$ cat src/rtl/pipe_pkg.sv
// Shared pipeline-stage definitions: control-bundle bit positions and the
// default EX/MEM payload layout used by the stage registers.
package pipe_pkg;

  localparam int CTRL_W        = 4;
  localparam int CTRL_REGWRITE = 3;
  localparam int CTRL_MEMTOREG = 2;
  localparam int CTRL_MEMREAD  = 1;
  localparam int CTRL_MEMWRITE = 0;

  localparam int PKG_DATA_W = 32;
  localparam int PKG_ADDR_W = 5;

  typedef struct packed {
    logic [CTRL_W-1:0]     ctrl;
    logic [PKG_DATA_W-1:0] alu_result;
    logic [PKG_DATA_W-1:0] rs2_data;
    logic [PKG_ADDR_W-1:0] rd_addr;
  } ex_mem_payload_t;

endpackage

$ cat src/rtl/ex_mem_stage_if.sv
// EX/MEM boundary bundle: upstream valid/ready + payload, downstream valid/ready
// + registered payload, and the flush strobe.
interface ex_mem_stage_if #(
  parameter int DATA_W = 32,
  parameter int ADDR_W = 5,
  parameter int CTRL_W = 4
);
  logic              valid_i;
  logic              ready_o;
  logic [CTRL_W-1:0] ctrl_i;
  logic [DATA_W-1:0] alu_result_i;
  logic [DATA_W-1:0] rs2_data_i;
  logic [ADDR_W-1:0] rd_addr_i;
  logic              flush_i;
  logic              valid_o;
  logic              ready_i;
  logic [CTRL_W-1:0] ctrl_o;
  logic [DATA_W-1:0] alu_result_o;
  logic [DATA_W-1:0] rs2_data_o;
  logic [ADDR_W-1:0] rd_addr_o;

  modport slave (
    input  valid_i, ctrl_i, alu_result_i, rs2_data_i, rd_addr_i, flush_i, ready_i,
    output ready_o, valid_o, ctrl_o, alu_result_o, rs2_data_o, rd_addr_o
  );

  modport master (
    output valid_i, ctrl_i, alu_result_i, rs2_data_i, rd_addr_i, flush_i, ready_i,
    input  ready_o, valid_o, ctrl_o, alu_result_o, rs2_data_o, rd_addr_o
  );
endinterface

$ cat src/rtl/pipe_skid_slot.sv
// Generic two-slot skid register: main slot M drives the output, skid slot S
// absorbs one overflow entry so ready_o never depends combinationally on ready_i.
module pipe_skid_slot #(
  parameter int W = 8
) (
  input  logic         clk_i,
  input  logic         rst_i,
  input  logic         valid_i,
  output logic         ready_o,
  input  logic [W-1:0] data_i,
  input  logic         flush_i,
  output logic         valid_o,
  input  logic         ready_i,
  output logic [W-1:0] data_o
);

  logic         r_m_vld;
  logic         r_s_vld;
  logic [W-1:0] r_m_dat;
  logic [W-1:0] r_s_dat;
  logic         w_acc;
  logic         w_take;

  assign ready_o = !r_s_vld;
  assign valid_o = r_m_vld;
  assign data_o  = r_m_dat;
  assign w_acc   = valid_i && !r_s_vld;
  assign w_take  = r_m_vld && ready_i;

  // Flush only clears valid bits; data registers keep their last contents.
  always_ff @(posedge clk_i or negedge rst_i) begin
    if (!rst_i) begin
      r_m_vld <= 1'b0;
      r_s_vld <= 1'b0;
      r_m_dat <= '0;
      r_s_dat <= '0;
    end else if (flush_i) begin
      r_m_vld <= 1'b0;
      r_s_vld <= 1'b0;
    end else if (!r_m_vld || w_take) begin
      if (r_s_vld) begin
        r_m_vld <= 1'b1;
        r_m_dat <= r_s_dat;
        if (w_acc) begin
          r_s_dat <= data_i;
        end else begin
          r_s_vld <= 1'b0;
        end
      end else if (w_acc) begin
        r_m_vld <= 1'b1;
        r_m_dat <= data_i;
      end else begin
        r_m_vld <= 1'b0;
      end
    end else if (w_acc) begin
      r_s_vld <= 1'b1;
      r_s_dat <= data_i;
    end
  end

endmodule

$ cat src/rtl/ex_mem_stage.sv
// EX/MEM stage register with skid buffering, flush, bubble gating and x0
// RegWrite squash. Optional counters enabled by EX_MEM_STAGE_PERF_EN.
module ex_mem_stage
  import pipe_pkg::*;
#(
  parameter int DATA_W = 32,
  parameter int ADDR_W = 5,
  parameter int CTRL_W = pipe_pkg::CTRL_W
) (
  input  logic         clk_i,
  input  logic         rst_i,
`ifdef EX_MEM_STAGE_PERF_EN
  output logic [31:0]  stall_cnt_o,
  output logic [31:0]  flush_cnt_o,
`endif
  ex_mem_stage_if.slave bus
);

  localparam int PAY_W = CTRL_W + 2*DATA_W + ADDR_W;

  logic [PAY_W-1:0]  w_pay_in;
  logic [PAY_W-1:0]  w_pay_out;
  logic              w_vld;
  logic [CTRL_W-1:0] w_ctrl_m;
  logic [DATA_W-1:0] w_alu_m;
  logic [DATA_W-1:0] w_rs2_m;
  logic [ADDR_W-1:0] w_rd_m;
  logic [CTRL_W-1:0] w_ctrl_gated;

  assign w_pay_in = {bus.ctrl_i, bus.alu_result_i, bus.rs2_data_i, bus.rd_addr_i};

  pipe_skid_slot #(.W(PAY_W)) u_slot (
    .clk_i   (clk_i),
    .rst_i   (rst_i),
    .valid_i (bus.valid_i),
    .ready_o (bus.ready_o),
    .data_i  (w_pay_in),
    .flush_i (bus.flush_i),
    .valid_o (w_vld),
    .ready_i (bus.ready_i),
    .data_o  (w_pay_out)
  );

  assign {w_ctrl_m, w_alu_m, w_rs2_m, w_rd_m} = w_pay_out;

  // Bubbles carry no control; a write to x0 must never reach the register file.
  always_comb begin
    w_ctrl_gated = '0;
    if (w_vld) begin
      w_ctrl_gated = w_ctrl_m;
      if (w_rd_m == '0) w_ctrl_gated[CTRL_REGWRITE] = 1'b0;
    end
  end

  assign bus.valid_o      = w_vld;
  assign bus.ctrl_o       = w_ctrl_gated;
  assign bus.alu_result_o = w_alu_m;
  assign bus.rs2_data_o   = w_rs2_m;
  assign bus.rd_addr_o    = w_rd_m;

`ifdef EX_MEM_STAGE_PERF_EN
  function automatic logic [31:0] sat_inc(input logic [31:0] v);
    return (v == 32'hFFFF_FFFF) ? v : v + 32'd1;
  endfunction

  logic [31:0] r_stall_cnt;
  logic [31:0] r_flush_cnt;

  always_ff @(posedge clk_i or negedge rst_i) begin
    if (!rst_i) begin
      r_stall_cnt <= '0;
      r_flush_cnt <= '0;
    end else begin
      if (w_vld && !bus.ready_i) r_stall_cnt <= sat_inc(r_stall_cnt);
      if (bus.flush_i)           r_flush_cnt <= sat_inc(r_flush_cnt);
    end
  end

  assign stall_cnt_o = r_stall_cnt;
  assign flush_cnt_o = r_flush_cnt;
`endif

endmodule
$ cat src/flat_wrapper.sv
// flat-port wrapper written by rule: the top's interface ports become plain ports
module ex_mem_stage_flat import pipe_pkg::*;
#(
  parameter int DATA_W = 32,
  parameter int ADDR_W = 5,
  parameter int CTRL_W = pipe_pkg::CTRL_W
)
  (clk_i, rst_i, bus_valid_i, bus_ctrl_i, bus_alu_result_i, bus_rs2_data_i, bus_rd_addr_i, bus_flush_i, bus_ready_i, bus_ready_o, bus_valid_o, bus_ctrl_o, bus_alu_result_o, bus_rs2_data_o, bus_rd_addr_o);
  ex_mem_stage_if #(.DATA_W(DATA_W), .ADDR_W(ADDR_W), .CTRL_W(CTRL_W)) bus_i ();
  input  logic clk_i;
  input  logic rst_i;
  input wire logic [$bits(bus_i.valid_i)-1:0] bus_valid_i;
  input wire logic [$bits(bus_i.ctrl_i)-1:0] bus_ctrl_i;
  input wire logic [$bits(bus_i.alu_result_i)-1:0] bus_alu_result_i;
  input wire logic [$bits(bus_i.rs2_data_i)-1:0] bus_rs2_data_i;
  input wire logic [$bits(bus_i.rd_addr_i)-1:0] bus_rd_addr_i;
  input wire logic [$bits(bus_i.flush_i)-1:0] bus_flush_i;
  input wire logic [$bits(bus_i.ready_i)-1:0] bus_ready_i;
  output wire logic [$bits(bus_i.ready_o)-1:0] bus_ready_o;
  output wire logic [$bits(bus_i.valid_o)-1:0] bus_valid_o;
  output wire logic [$bits(bus_i.ctrl_o)-1:0] bus_ctrl_o;
  output wire logic [$bits(bus_i.alu_result_o)-1:0] bus_alu_result_o;
  output wire logic [$bits(bus_i.rs2_data_o)-1:0] bus_rs2_data_o;
  output wire logic [$bits(bus_i.rd_addr_o)-1:0] bus_rd_addr_o;
  assign bus_i.valid_i = bus_valid_i;
  assign bus_i.ctrl_i = bus_ctrl_i;
  assign bus_i.alu_result_i = bus_alu_result_i;
  assign bus_i.rs2_data_i = bus_rs2_data_i;
  assign bus_i.rd_addr_i = bus_rd_addr_i;
  assign bus_i.flush_i = bus_flush_i;
  assign bus_i.ready_i = bus_ready_i;
  assign bus_ready_o = bus_i.ready_o;
  assign bus_valid_o = bus_i.valid_o;
  assign bus_ctrl_o = bus_i.ctrl_o;
  assign bus_alu_result_o = bus_i.alu_result_o;
  assign bus_rs2_data_o = bus_i.rs2_data_o;
  assign bus_rd_addr_o = bus_i.rd_addr_o;
  ex_mem_stage #(.DATA_W(DATA_W), .ADDR_W(ADDR_W), .CTRL_W(CTRL_W)) u_core (.clk_i(clk_i), .rst_i(rst_i), .bus(bus_i));
endmodule
$ cat config.mk
export PLATFORM = sky130hd
export DESIGN_NAME = ex_mem_stage_flat
export DESIGN_NICKNAME = d
export VERILOG_FILES = /design/src/rtl/pipe_pkg.sv /design/src/rtl/ex_mem_stage_if.sv /design/src/rtl/pipe_skid_slot.sv /design/src/rtl/ex_mem_stage.sv /design/src/flat_wrapper.sv
export SDC_FILE = /design/constraint.sdc
export NUM_CORES = 1
export LEC_CHECK = 0
export CORE_UTILIZATION = 40
export DETAILED_ROUTE_END_ITERATION = 10
export GPL_TIMING_DRIVEN = 0
export PLACE_DENSITY = 0.74
export SETUP_SLACK_MARGIN = 0.05
export SYNTH_ARGS = -nofsm -noshare
export SYNTH_HDL_FRONTEND = slang
export SYNTH_SLANG_ARGS = --single-unit
$ cat constraint.sdc
create_clock -name clk_i -period 1.8 [get_ports clk_i]
set_input_delay 0.18 -clock clk_i [delete_from_list [all_inputs] [get_ports clk_i]]
set_output_delay 0.18 -clock clk_i [all_outputs]
set_load 0.02 [all_outputs]
# Yosys cells after proc, flatten, opt, wreduce, memory -nomap -nowiden
# Cells that the tools add are included.
# op_classes
n_shift	0
mul	0
n_div	0
n_eq_ne	1
mux	15
addsub	0
n_reduce_logical	11
bitwise_logic	1
n_lt_le_gt_ge	0
# ops
cell	n
two-way mux 73 bit	5
two-way mux 1 bit	9
logical NOT 5 bit	1
two-way mux 4 bit	1
nonzero test 2 bit	2
AND reduction 3 bit	1
nonzero test 3 bit	1
logical AND 1 bit	2
logical NOT 1 bit	2
!= test 2 bit, second input constant	1
AND reduction 2 bit	1
logical OR 1 bit	1
inverter 1 bit	1
# totals
word_cells	32
output_inout_bits	75
mem_count	0
mem_bits_ro	0
latch_bits	0
ramBits	0
inputBits	78
ff_bits	148

# Longest topological paths before layout
# depth
ltp_word	6
ltp_mapped	4
depth_no_buf	3

# Hierarchy
# From an unflattened synthesis, not the netlist that was laid out.
# hier_totals
hier_cells	403
hier_area_um2	6419.9
# by_module_without_submodules
module	seq_area_each_um2	area_per_inst_um2	n_inst	cells_per_inst
pipe_skid_slot	3703.6	6384.9	1	398
ex_mem_stage	0.0	35.0	1	5

# Least setup slack after synthesis
# No wires, ideal clock.
# synth_timing
kind	reg-to-reg
start	register u_core.u_slot.r_m_vld (netlist: u_core.u_slot.valid_o)
end	register u_core.u_slot.r_m_dat[17] (netlist: u_core.u_slot.data_o[17])
arrival_time_ns	1.613
required_ns	1.675
stages_incl_launch_ff	5
setup_ns	0.125
synth_period_minus_slack_ns	1.737
setup_slack_ns	0.063
path_buffers	1
cell_sequence	dfrtp_1 > nor2b_4 > nor3_4 > buf_4 > mux2_2
# synth_via
elab_chain_len	3
word_cells_on_any_way	4
classes_between	reduce/logical (4)
# synth_lines
element	line_no	source
from (decl)	pipe_skid_slot.sv:17	logic r_m_vld;
from (signal assigned)	pipe_skid_slot.sv:33	r_m_vld <= 1'b0;
from (signal assigned)	pipe_skid_slot.sv:38	r_m_vld <= 1'b0;
from (signal assigned)	pipe_skid_slot.sv:42	r_m_vld <= 1'b1;
logical NOT 1 bit / logical AND 1 bit (equally long branches)	pipe_skid_slot.sv:40, pipe_skid_slot.sv:28	
logical OR 1 bit *	pipe_skid_slot.sv:40	end else if (!r_m_vld || w_take) begin
AND reduction 3 bit (no line) *	--	
to (signal assigned)	pipe_skid_slot.sv:43	r_m_dat <= r_s_dat;
to (signal assigned)	pipe_skid_slot.sv:51	r_m_dat <= data_i;
to (decl)	pipe_skid_slot.sv:19	logic [W-1:0] r_m_dat;
# Every way passes the cells marked *; elsewhere a longest branch is shown, timed or not.
# A chain may end at the register's enable or synchronous reset.

# Worst setup path after layout
# layout_timing
start	register u_core.u_slot.r_m_dat[1] (netlist: u_core.u_slot.data_o[1])
end	output bus_ctrl_o[3]
# layout_via
elab_chain_len	3
# layout_lines
element	line_no	source
logical NOT 5 bit	ex_mem_stage.sv:51	if (w_rd_m == '0) w_ctrl_gated[CTRL_REGWRITE] = 1'b0;
two-way mux 1 bit	ex_mem_stage.sv:51	
two-way mux 4 bit	ex_mem_stage.sv:49	if (w_vld) begin
to (decl)	flat_wrapper.sv:21	output wire logic [$bits(bus_i.ctrl_o)-1:0] bus_ctrl_o;
# Every way passes these cells.

==> qor.yml <==
p_int_mw: 8.22
drt_iter0_markers: 78
htreeDepth: 4
core_area_mm2: 0.0168
path_cells: "or3_4 -> o311a_1 -> buf_6"
critPathKind: "reg2out"
critPathSlowestCell: "dfrtp_1"
critPathRequiredTime_ns: 1.62
numClockSinks: 148
p_per_area_mw_per_mm2: 1150
fin_skew_ns: 0.00457
core.rowCount: 47
synth_nets: 550
cts_buffer_depth: 2
pwr-share-clk_pct: 34.7
grt_pass1_wl_um: 23100
seq_area_mm2: 0.00371
synth_area_per_cell_um2: 14.8
drv_slew: 0
cts_tree: "built"
fin_nets: 729
slew_headroom_pct: 55.7
period_share_pct: 102
reg2reg_slack_ns: 0.16
crit_buf_inv: 1
crit_start: "u_core.u_slot.data_o[1]"
die_y_um: 134
pin_count: 153
grt.met2_usage_pct: 30.3
hold_viol: 0
grt_antenna_before_repair: 0
synth_area_leaders: "dfrtp_1 (53%), mux2_2 (34%), buf_4 (7.9%)"
antennaDiodeCount: 0
grt_use_met3_pct: 4.57
status: "finished with violations"
ant_nets: 0
clock_latency_ns: 0.41
crit_arrival_ns: 1.66
worst_path_dominant_cell_family: "flip-flops"
min_path_type: "in2async"
comb_power_share_pct: 24.6
drc_errors: 0
yosysTopAreaCellShare_pct: 53.1
cap_violations: 0
syn_to_final_growth_pct: 36.4
finalSetupViolCount: 1
overflow: 0
synthCells: 472
multi_input_area_mm2: 0.00258
finalWorstSetupSlack_ns: -0.0392
period_needed_ns: 1.84
tns_ns: -0.0392
dr_total_vias: 4137
dp_hpwl_um: 10000
tightest_slew_ns: 0.664
final_layout_size_suffix_gt1_share_pct: 52.6
rsz0062_at_grt: "yes"
r2r_start: "u_core.u_slot.valid_o"
path_depth: 3
utilization_pct: 56.5
p_sw_mw: 2.69
clkTransAtPathRegs_ns: 0.06
grt.total_usage_pct: 16.8
place.gp.congestion: 0.702
ir_drop_mv: 0.592
ys_seq_area_share_pct: 53.1
synth-warning-count: 0
use_met1_pct: 18.9
max_stage_delay_ns: 0.39
viasPerCell: 4.69
port_buffers: 152
r2r_end: "u_core.u_slot.data_o[31]"
yosysTopAreaCell: "dfrtp_1"
die_w_um: 134
wl_per_cell_um: 16.3
max_freq_mhz: 544
grt_max_degree: 79
dieArea_mm2: 0.0180
num-fill-cells: 1391
violations: "setup timing"
start_util_pct: 41.5
routed_wirelength_um: 14400
synth-seq-cells: 148
worstRegToRegCells: 5
worstSetupStartpointType: "register"
grt_pass1_vias: 4640
pwr-share-seq_pct: 40.7
p_leak_nw: 4.13
root_buffer: "clkbuf_16"
cts_buffers: 17
synth_area_mm2: 0.00697
drt_pass1_iterations: 4
synth.distinct_cells: 18
cp_max_fo: 3
top_usage_layer: "met2"
worst_setup_path_end_kind: "output pin"
p_sw_share_pct: 24.6
[Yosys cell counts (all sizes together)]
library cell    n
inv             1
buf            90
o311a           1
nand2b          1
nor3            2
nand3           1
a21oi           1
nor2            2
or3             1
clkbuf          1
mux2          219
and2            3
dfrtp         148
nor2b           1
[repair_timing]
item	4_1_cts	5_1_grt
setup buffers	2	3
hold buffers	1	0
cloned	0	1
gates resized for setup	14	9
endpoints found under the setup margin	96	26
pin swaps	1	0
hold endpoints to repair	70	0
[cells in the final DEF (no fill, tap or decap)]
master	n
dfrtp_1	146
nand3_4	1
dlymetal6s2s_1	2
clkdlybuf4s50_1	143
clkbuf_8	1
o311a_1	1
nor2_1	2
mux2_1	6
clkinv_2	3
clkbuf_16	17
clkinvlp_4	1
and2_1	3
mux2_2	213
a21oi_1	1
nand2b_1	1
buf_6	15
buf_4	78
dfrtp_2	2
nor3_4	1
clkbuf_1	2
clkbuf_2	1
inv_1	1
buf_16	1
or3_4	1
nor2b_4	1
bufinv_16	5
dlygate4sd3_1	1
nor3_1	1
buf_2	6
dlygate4sd2_1	4
clkinv_4	1
[power groups by stage]
stage | Sequential [mW] | Clock, mW | Combinational (mW)
global placement | 4.42 | 0 | 2.62
CTS | 4.43 | 3.87 | 2.72
floorplan | 4.35 | 0 | 1.70
detailed placement | 4.49 | 0 | 2.70
global route | 4.53 | 4.03 | 2.87
finish | 4.44 | 3.79 | 2.68
[layer usage]
metal | share of wire, % | up-vias
met1 | 41 | 2068
met5 | 0 | -
met2 | 52 | 101
met3 | 5.3 | 17
li1 | - | 1951
met4 | 1.5 | 0
[area by class of cell]
| cell class | instances | share of cell area, % |
|---|---|---|
| Tap cell | 220 | 2.89 |
| Buffer | 91 | 7.54 |
| Timing Repair Buffer | 160 | 16.8 |
| Clock buffer | 20 | 4.70 |
| Multi-Input combinational cell | 232 | 27.1 |
| Inverter | 1 | 0.0395 |
| Clock inverter | 10 | 1.91 |
| Sequential cell | 148 | 39.0 |
[sequential cells by signal, summed over array words and instances, names as in the netlist]
name                   cells
u_core.u_slot.valid_o      1
u_core.u_slot.r_s_dat     73
u_core.u_slot.data_o      73
u_core.u_slot.r_s_vld      1
[per-stage QoR]
step	worst slack, ns	power, mW	std cells	cell area [um^2]	hold WS (ns)
2_1_floorplan	0.0628	6.05	472	6970	-0.116
3_3_place_gp	-5.22	7.05	844	8770	0.470
3_5_place_dp	-0.413	7.19	845	8800	0.236
4_1_cts	-0.0638	11.0	878	9460	0.363
5_1_grt	-0.0813	11.4	882	9510	0.393
6_report	-0.0392	10.9	882	9510	0.337
[worst max path at each step]
stage                               endpoint  slack [ns]
global placement    u_core.u_slot.data_o[33]       -5.22
floorplan           u_core.u_slot.data_o[17]        0.06
finish                         bus_ctrl_o[3]       -0.04
global route                   bus_ctrl_o[3]       -0.08
detailed placement  u_core.u_slot.data_o[33]       -0.41
CTS                            bus_ctrl_o[3]       -0.06
[cells by family (layout without fill, tap and decap cells)]
| family | after synthesis | count (layout) | share of synthesized area (%) |
|---|---|---|---|
| muxes | 219 | 219 | 35.4 |
| DFF | 148 | 148 | 53.1 |
| AOI/OAI and AO/OA | 2 | 2 | 0.215 |
| and+or+nand+nor | 11 | 11 | 1.20 |
| buffers and inverters | 92 | 282 | 10.1 |
Power figures use the tool's default switching activity.
